$ cat src/rtl/ddr_test_sequencer_pkg.sv
// Shared types for the DDR test sequencer: command size encodings, FSM states,
// the command-table record and small helpers.
package ddr_test_sequencer_pkg;

  // Command size encodings; 2'b11 is never issued.
  localparam logic [1:0] SZ_32  = 2'b00;
  localparam logic [1:0] SZ_64  = 2'b01;
  localparam logic [1:0] SZ_256 = 2'b10;

  // Table addresses are stored at full width; the top keeps the low ADDR_W bits.
  localparam int unsigned CmdAddrW = 32;

  typedef enum logic [1:0] {
    StIdle,
    StIssue,
    StGap,
    StDone
  } seq_state_e;

  typedef struct packed {
    logic                we;
    logic [1:0]          size;
    logic [CmdAddrW-1:0] addr;
    logic [2:0]          sub;
  } cmd_entry_t;

  function automatic cmd_entry_t make_cmd(input logic                we,
                                          input logic [1:0]          size,
                                          input logic [CmdAddrW-1:0] addr,
                                          input logic [2:0]          sub);
    cmd_entry_t e;
    e.we   = we;
    e.size = size;
    e.addr = addr;
    e.sub  = sub;
    return e;
  endfunction

  function automatic logic [15:0] sat_inc16(input logic [15:0] v);
    return (v == 16'hFFFF) ? v : v + 16'd1;
  endfunction

endpackage

$ cat src/rtl/ddr_test_cmd_rom.sv
// Combinational command table: step index in, command entry out.
module ddr_test_cmd_rom
  import ddr_test_sequencer_pkg::*;
(
  input  logic [7:0] step_i,
  output cmd_entry_t entry_o
);

  // Fixed test table; steps beyond the table read back as a 256-bit read of row 0.
  always_comb begin
    entry_o = make_cmd(1'b0, SZ_256, 32'd0, 3'd0);
    case (step_i)
      8'd0:    entry_o = make_cmd(1'b1, SZ_256, 32'd0, 3'd0);
      8'd1:    entry_o = make_cmd(1'b0, SZ_256, 32'd0, 3'd0);
      8'd2:    entry_o = make_cmd(1'b1, SZ_64,  32'd0, 3'd2);
      8'd3:    entry_o = make_cmd(1'b1, SZ_32,  32'd0, 3'd5);
      8'd4:    entry_o = make_cmd(1'b1, SZ_256, 32'd0, 3'd7);
      8'd5:    entry_o = make_cmd(1'b1, SZ_256, 32'd1, 3'd7);
      8'd6:    entry_o = make_cmd(1'b0, SZ_256, 32'd0, 3'd0);
      8'd7:    entry_o = make_cmd(1'b0, SZ_256, 32'd1, 3'd0);
      8'd8:    entry_o = make_cmd(1'b0, SZ_256, 32'd2, 3'd0);
      8'd9:    entry_o = make_cmd(1'b0, SZ_256, 32'd3, 3'd0);
      default: ;
    endcase
  end

endmodule

$ cat src/rtl/ddr_test_sequencer.sv
// DDR test sequencer: walks the command table LOOPS times per accepted start,
// one strobe per entry followed by GAP_CYCLES idle cycles, with a start cooldown.
// Optional read-data checking is compiled in with TEST_SEQ_CHECK_EN.
// ADDR_W must not exceed 32.
module ddr_test_sequencer
  import ddr_test_sequencer_pkg::*;
#(
  parameter int unsigned       ADDR_W     = 15,
  parameter int unsigned       NUM_STEPS  = 10,
  parameter int unsigned       GAP_CYCLES = 1,
  parameter int unsigned       LOOPS      = 1,
  parameter int unsigned       COOLDOWN   = 32'h0200_0000,
  parameter int unsigned       DATA_W     = 32,
  parameter logic [DATA_W-1:0] PATTERN    = 32'hA5A5_0000
) (
  input  logic              i_clk,
  input  logic              i_rst,
  input  logic              i_startTest,
  input  logic              i_serverBusy,
  input  logic              i_dataValid,
  input  logic [DATA_W-1:0] i_readData,
  output logic              o_command,
  output logic              o_writeElseRead,
  output logic [1:0]        o_commandSize,
  output logic [ADDR_W-1:0] o_targetAddr,
  output logic [2:0]        o_subAddr,
  output logic              o_ready,
  output logic              o_busy,
  output logic              o_done,
  output logic [15:0]       o_errCount
);

  seq_state_e        state_q, state_d;
  logic [7:0]        step_q, step_d;
  logic [15:0]       loop_q, loop_d;
  logic [31:0]       gap_q, gap_d;
  logic [31:0]       cool_q, cool_d;
  logic              we_q;
  logic [1:0]        size_q;
  logic [ADDR_W-1:0] addr_q;
  logic [2:0]        sub_q;
  logic              accept;
  logic              cmd_fire;
  cmd_entry_t        rom_entry;

  // Looking up the next step lets the fields be registered on entry to ISSUE.
  ddr_test_cmd_rom u_cmd_rom (
    .step_i  (step_d),
    .entry_o (rom_entry)
  );

  if (ADDR_W < CmdAddrW) begin : g_addr_trunc
    logic unused_addr_hi;
    assign unused_addr_hi = ^rom_entry.addr[CmdAddrW-1:ADDR_W];
  end

  assign accept = (state_q == StIdle) && i_startTest && (cool_q == '0);

  // Cooldown reloads on any start request, otherwise counts down to zero.
  always_comb begin
    cool_d = cool_q;
    if (i_startTest) begin
      cool_d = COOLDOWN;
    end else if (cool_q != '0) begin
      cool_d = cool_q - 32'd1;
    end
  end

  // Sequencer next-state: step/loop bookkeeping and the strobe decision.
  always_comb begin
    state_d  = state_q;
    step_d   = step_q;
    loop_d   = loop_q;
    gap_d    = gap_q;
    cmd_fire = 1'b0;
    unique case (state_q)
      StIdle: begin
        if (accept) begin
          state_d = StIssue;
          step_d  = '0;
          loop_d  = '0;
        end
      end
      StIssue: begin
        if (!i_serverBusy) begin
          cmd_fire = 1'b1;
          state_d  = StGap;
          gap_d    = '0;
        end
      end
      StGap: begin
        if (gap_q == 32'(GAP_CYCLES - 1)) begin
          if (step_q != 8'(NUM_STEPS - 1)) begin
            state_d = StIssue;
            step_d  = step_q + 8'd1;
          end else if (loop_q != 16'(LOOPS - 1)) begin
            state_d = StIssue;
            step_d  = '0;
            loop_d  = loop_q + 16'd1;
          end else begin
            state_d = StDone;
          end
        end else begin
          gap_d = gap_q + 32'd1;
        end
      end
      StDone: begin
        state_d = StIdle;
      end
      default: begin
        state_d = StIdle;
      end
    endcase
  end

  // State, counters and the held command fields.
  always_ff @(posedge i_clk) begin
    if (i_rst) begin
      state_q <= StIdle;
      step_q  <= '0;
      loop_q  <= '0;
      gap_q   <= '0;
      cool_q  <= COOLDOWN;
      we_q    <= 1'b1;
      size_q  <= SZ_32;
      addr_q  <= '0;
      sub_q   <= '0;
    end else begin
      state_q <= state_d;
      step_q  <= step_d;
      loop_q  <= loop_d;
      gap_q   <= gap_d;
      cool_q  <= cool_d;
      if (state_d == StIssue) begin
        we_q   <= rom_entry.we;
        size_q <= rom_entry.size;
        addr_q <= rom_entry.addr[ADDR_W-1:0];
        sub_q  <= rom_entry.sub;
      end
    end
  end

  // A reset cycle never emits a strobe, even if the FSM was in ISSUE.
  assign o_command       = cmd_fire & ~i_rst;
  assign o_writeElseRead = we_q;
  assign o_commandSize   = size_q;
  assign o_targetAddr    = addr_q;
  assign o_subAddr       = sub_q;
  assign o_ready         = (cool_q == '0);
  assign o_busy          = (state_q != StIdle);
  assign o_done          = (state_q == StDone);

`ifdef TEST_SEQ_CHECK_EN
  logic [DATA_W-1:0] resp_idx_q, resp_idx_d;
  logic [DATA_W-1:0] exp_word;
  logic [15:0]       err_q, err_d;

  // Expected word is the seed plus the response ordinal since the last accepted start.
  always_comb begin
    exp_word   = PATTERN + resp_idx_q;
    resp_idx_d = resp_idx_q;
    err_d      = err_q;
    if (accept) begin
      resp_idx_d = '0;
      err_d      = '0;
    end else if (i_dataValid) begin
      resp_idx_d = resp_idx_q + DATA_W'(1);
      if (i_readData != exp_word) begin
        err_d = sat_inc16(err_q);
      end
    end
  end

  // Response index and saturating error counter.
  always_ff @(posedge i_clk) begin
    if (i_rst) begin
      resp_idx_q <= '0;
      err_q      <= '0;
    end else begin
      resp_idx_q <= resp_idx_d;
      err_q      <= err_d;
    end
  end

  assign o_errCount = err_q;
`else
  logic unused_rd;
  assign unused_rd  = ^{i_dataValid, i_readData};
  assign o_errCount = '0;
`endif

endmodule

$ cat config.mk
export PLATFORM = sky130hd
export DESIGN_NAME = ddr_test_sequencer
export DESIGN_NICKNAME = d
export VERILOG_FILES = /design/src/rtl/ddr_test_sequencer_pkg.sv /design/src/rtl/ddr_test_cmd_rom.sv /design/src/rtl/ddr_test_sequencer.sv
export SDC_FILE = /design/constraint.sdc
export NUM_CORES = 1
export LEC_CHECK = 0
export ABC_AREA = 1
export CORE_ASPECT_RATIO = 0.5
export CORE_MARGIN = 3
export CORE_UTILIZATION = 35
export DETAILED_ROUTE_END_ITERATION = 10
export SYNTH_ARGS = -nofsm -noshare
export SYNTH_HDL_FRONTEND = slang
export SYNTH_SLANG_ARGS = --single-unit
export TNS_END_PERCENT = 20
$ cat constraint.sdc
create_clock -name i_clk -period 6.5 [get_ports i_clk]
set_clock_uncertainty 0.2 [all_clocks]
set_input_delay 1.95 -clock i_clk [delete_from_list [all_inputs] [get_ports i_clk]]
set_output_delay 1.95 -clock i_clk [all_outputs]
set_load 0.01 [all_outputs]
Word level (Yosys, flattened, before mapping)
Index checks and enable logic that the tools add are counted.
{ "totals": {"register_bits": 111, "wordCells": 69} }
{ "op_classes": {"addsub": 4, "n_bitwise": 2, "n_eq_ne": 18, "n_reduce_logical": 14, "mux": 22} }
{ "ops": {"columns": ["op", "count"], "rows": [
  ["$pmux 38 s8", 1],
  ["$logic_not 32->1", 2],
  ["$mux 16", 4],
  ["$mux 32", 2],
  ["$pmux 32 s2", 1],
  ["$add 32x1->32 const B", 1],
  ["$mux 8", 4],
  ["$pmux 16 s2", 1],
  ["$reduce_bool 32->1", 1],
  ["$sub 32x1->32 const B", 1],
  ["$eq 8x3->1 const B", 3],
  ["$add 16x1->16 const B", 1],
  ["$eq 8x2->1 const B", 2],
  ["$eq 8x4->1 const B", 2],
  ["$pmux 8 s2", 1],
  ["$reduce_bool 16->1", 1],
  ["$ne 2x2->1 const B", 6],
  ["$mux 2", 5],
  ["$add 8x1->8 const B", 1],
  ["$logic_not 8->1", 1],
  ["$ne 8x4->1 const B", 1],
  ["$pmux 2 s4", 1],
  ["$reduce_bool 2->1", 3],
  ["$reduce_and 5->1", 1],
  ["9 further kinds", 13]
]} }

Depth between registers and ports, before layout
{ "depth": {"ltp_word": 7, "mapped_depth": 19} }

Modules after synthesis
Synthesis repeated with hierarchy kept, for this count alone.
{ "hier_totals": {"cells_unflattened": 1107, "hier_area_um2": 7019.2} }
{ "modules_own_cells": {"columns": ["mod", "instances", "area_per_inst_um2", "cells_each", "seq_area_each_um2"], "rows": [
  ["ddr_test_sequencer", 1, 6616.3, 1042, 2222.1],
  ["ddr_test_cmd_rom", 1, 402.9, 65, 0.0]
]} }

Worst setup path before layout
No wires, ideal clock.
{ "synth_timing": {"kind": "input to output", "start": "input port i_rst", "end": "output port o_command", "required_time_ps": 4350, "setup_slack_ps": 1711, "arrival_time_ps": 2639, "path_buffers": 2, "cell_stages": 3, "path_cell_list": "clkbuf_1 buf_1 nor2_1"} }
{ "synth_between": {"elab_chain_cells": 2} }
{ "synth_lines": {"columns": ["element", "line_no", "text"], "rows": [
  ["start, declared", "ddr_test_sequencer.sv:17", "input logic i_rst,"],
  ["$not 1->1", "ddr_test_sequencer.sv:144", "assign o_command = cmd_fire & ~i_rst;"],
  ["$and 1x1->1", "ddr_test_sequencer.sv:144", null],
  ["end, declared", "ddr_test_sequencer.sv:22", "output logic o_command,"]
]} }
Every way passes these cells.

Worst setup path in the final report
{ "layout_timing": {"start": "input port i_serverBusy", "end": "output port o_command"} }
{ "layout_between": {"elab_chain_cells": 3} }
{ "layout_lines": {"columns": ["element", "line_no", "text"], "rows": [
  ["start, declared", "ddr_test_sequencer.sv:19", "input logic i_serverBusy,"],
  ["$mux 1", "ddr_test_sequencer.sv:85", "if (!i_serverBusy) begin"],
  ["$mux 1", "ddr_test_sequencer.sv:76", "unique case (state_q)"],
  ["$and 1x1->1", "ddr_test_sequencer.sv:144", null]
]} }
Every way passes these cells.

==> qor.txt <==
Run status: finished clean
EDFF count, synth: 0
Post-CTS setup buffers: 0
Setup TNS: 0 ps
Yosys top cell by area: dfxtp_1
Number of max-cap violations: 0
GR Layer Usage met3: 0.0263
Die boundary width: 197 microns
Worst Setup End Kind: primary output
YS warnings: 0
Main synth FF type: dfxtp_1
Sw power: 0.620 mW
Antenna cells: 0
Final Max Tran Viols: 0
# fillers: 1902
Final Hold Viols: 0
# IOs: 78
Core area: 17600 sq um
Min-delay worst type: flip-flop to flip-flop
Share of cells above drive strength 1: 0.0799
Largest cells by area after synthesis: dfxtp_1, nand2_1, nor2_1, inv_1, nand3_1
Chip height: 101 microns
Final period utilization: 0.842
CTS tree: yes
Routed len/inst: 12.4 microns
M2 GR Usage: 0.263
Area grow syn2layout: 8.29%
Avg Cell Area, Syn: 6.44 sq um
Drt drc: 0
Share of power burned in registers: 0.397
GPL Wtd Cong: 0.926
First-pass GRT wire length: 26300 microns
Via density: 4.98
Antenna violations before repair: 0
Unrepaired setup endpoints after global routing: false
Num CTS Buffers: 9
Final nets: 1041
Leak Pwr: 2.87 nW
Max rail drop VDD: 0.136 mV
CTS hold repair buffers: 0
# port buffers: 15
DRT antenna net count: 0
TritonCTS Sinks: 97
Relative slew margins: 0.498
Cell Int Power: 1.09 mW
Number of synthesized register bits: 97
Largest net degree at the start of global routing: 39
Comb power frac: 0.294
Vias in the first global route: 5653
Die ar.: 20000 sq um
FF/Latch Area: 1940 sq um
Final HPWL from detailed placement: 11400 microns
Number of H-tree levels: 3
DR iter-0 viols: 405
Ys async rst share: 0
Worst slew pin tran: 746 ps
Post-cts sizing count: 0
Maximum clock frequency: 183 MHz
Starting Density: 0.362
Startpoint Class: primary input
Share of the synthesized area in the top cell type: 0.305
Clock transition at path regs: 70 ps
GR Util met1: 0.215
Root Driver: clkbuf_16
Endpoints failing setup: 0
Busiest layer in global routing: met2
Switching Share: 0.363
Netlist Area Pre-Place: 6370 sq um
DRT Wirelength: 15400 microns
Post-Synthesis Cells: 989
First-pass DRT Iterations: 5
Library cells used by synthesis: 45
Register area share after synthesis: 0.305
Clk_lat worst skew: 340 ps
Global route overflow: 0
Data arrival, critical path: 3320 ps
Clock Power Share: 0.309
Power Dens Cells: 248 nW/um^2
Multi-input logic area: 3790 sq um
CP Data Required Time: 4350 ps
Final core occ: 0.392
Clock tree buffer depth: 2
Critical setup path kind: primary input to primary output
Via count: 6147
Worst-path fanout max: 5
GRT Util Overall: 0.157
Rows: 34
Fin crit period: 5470 ps
[sequential cells by signal, summed over array words and instances (netlist names)]
register,cells
state_q,2
o_commandSize,2
gap_q,32
o_targetAddr,2
loop_q,16
o_writeElseRead,1
step_q,8
o_subAddr,2
cool_q,32
[synthesized netlist by cell type, drive strengths merged, types with 3 or more instances]
master    n
a211oi    4
a21oi    67
buf      37
clkbuf   11
clkinv    4
dfxtp    97
ha        8
inv     108
nand2   220
nand3    75
nand3b    5
nand4    29
nor2    176
nor3     45
nor3b     3
nor4     17
o21ai    35
o22ai     4
or2       6
xnor2     8
xor2     23
[power groups by stage]
stage               sequential [mW]  clock (mW)  combinational, mW
finish                        0.678       0.528              0.502
global route                  0.683       0.564              0.572
CTS                           0.678       0.545              0.503
detailed placement            0.691           0              0.501
global placement              0.690           0              0.495
floorplan                     0.682           0              0.405
[cell families after synthesis]
group	synth area share
other	0.000589
adder cells (fa/ha/maj)	0.0157
flip-flops	0.305
XOR/XNOR	0.0426
AND/OR/NAND/NOR	0.425
AO/OA/AOI/OAI	0.0952
buffers and inverters	0.116
[stage by stage]
step / total power [mW] / setup slack [ps] / cell area [sq um] / instances / hold WS, ps
floorplan: 1.09 / 1710 / 6480 / 1017 / 253
global placement: 1.19 / 1010 / 6610 / 1219 / 253
detailed placement: 1.19 / 1040 / 6610 / 1219 / 256
CTS: 1.73 / 1030 / 6900 / 1235 / 281
global route: 1.82 / 979 / 6900 / 1235 / 312
finish: 1.71 / 1030 / 6900 / 1235 / 278
[final timing paths]
path | cells after the start | startpoint | end | slack [ps]
hold / removal | 2 | o_subAddr[1] | o_subAddr[1] | 280
hold reg to reg | 2 | o_subAddr[1] | o_subAddr[1] | 280
setup reg to reg | 10 | state_q[0] | gap_q[4] | 2680
setup / recovery | 5 | i_serverBusy | o_command | 1030
[layout make-up]
cell class                 count  share of cell area
clock buffer                  11              0.0366
clock inverter                 5             0.00544
inverter                     112              0.0613
multi-input combinational    760               0.550
sequential                    97               0.281
tap                          234              0.0424
timing repair buffer          16              0.0229
[routing by layer]
layer	wire [microns]	vias up
met4	156	0
met5	0	-
li1	-	3179
met2	6750	139
met3	761	15
met1	7710	2814
[critical path, stage by stage]
cell and delay, ps:
clkdlybuf4s50_1 420, nor3_1 170, inv_1 130, nor2_1 110, clkdlybuf4s50_1 540
[placed cells by master, fill, tap and decap left out, types with 5 or more instances in the layout]
cell type and count:
a21oi_1 66, clkbuf_16 9, clkdlybuf4s50_1 15, conb_1 29
dfxtp_1 97, ha_1 8, inv_1 98, inv_2 9
nand2_1 206, nand2_2 8, nand2_4 6, nand3_1 71
nand3b_1 5, nand4_1 29, nor2_1 150, nor2_2 17
nor2_4 8, nor3_1 42, nor4_1 17, o21ai_0 30
o21ai_1 5, xnor2_1 8, xor2_1 23
Note: power is estimated with default switching activity, not from simulation.
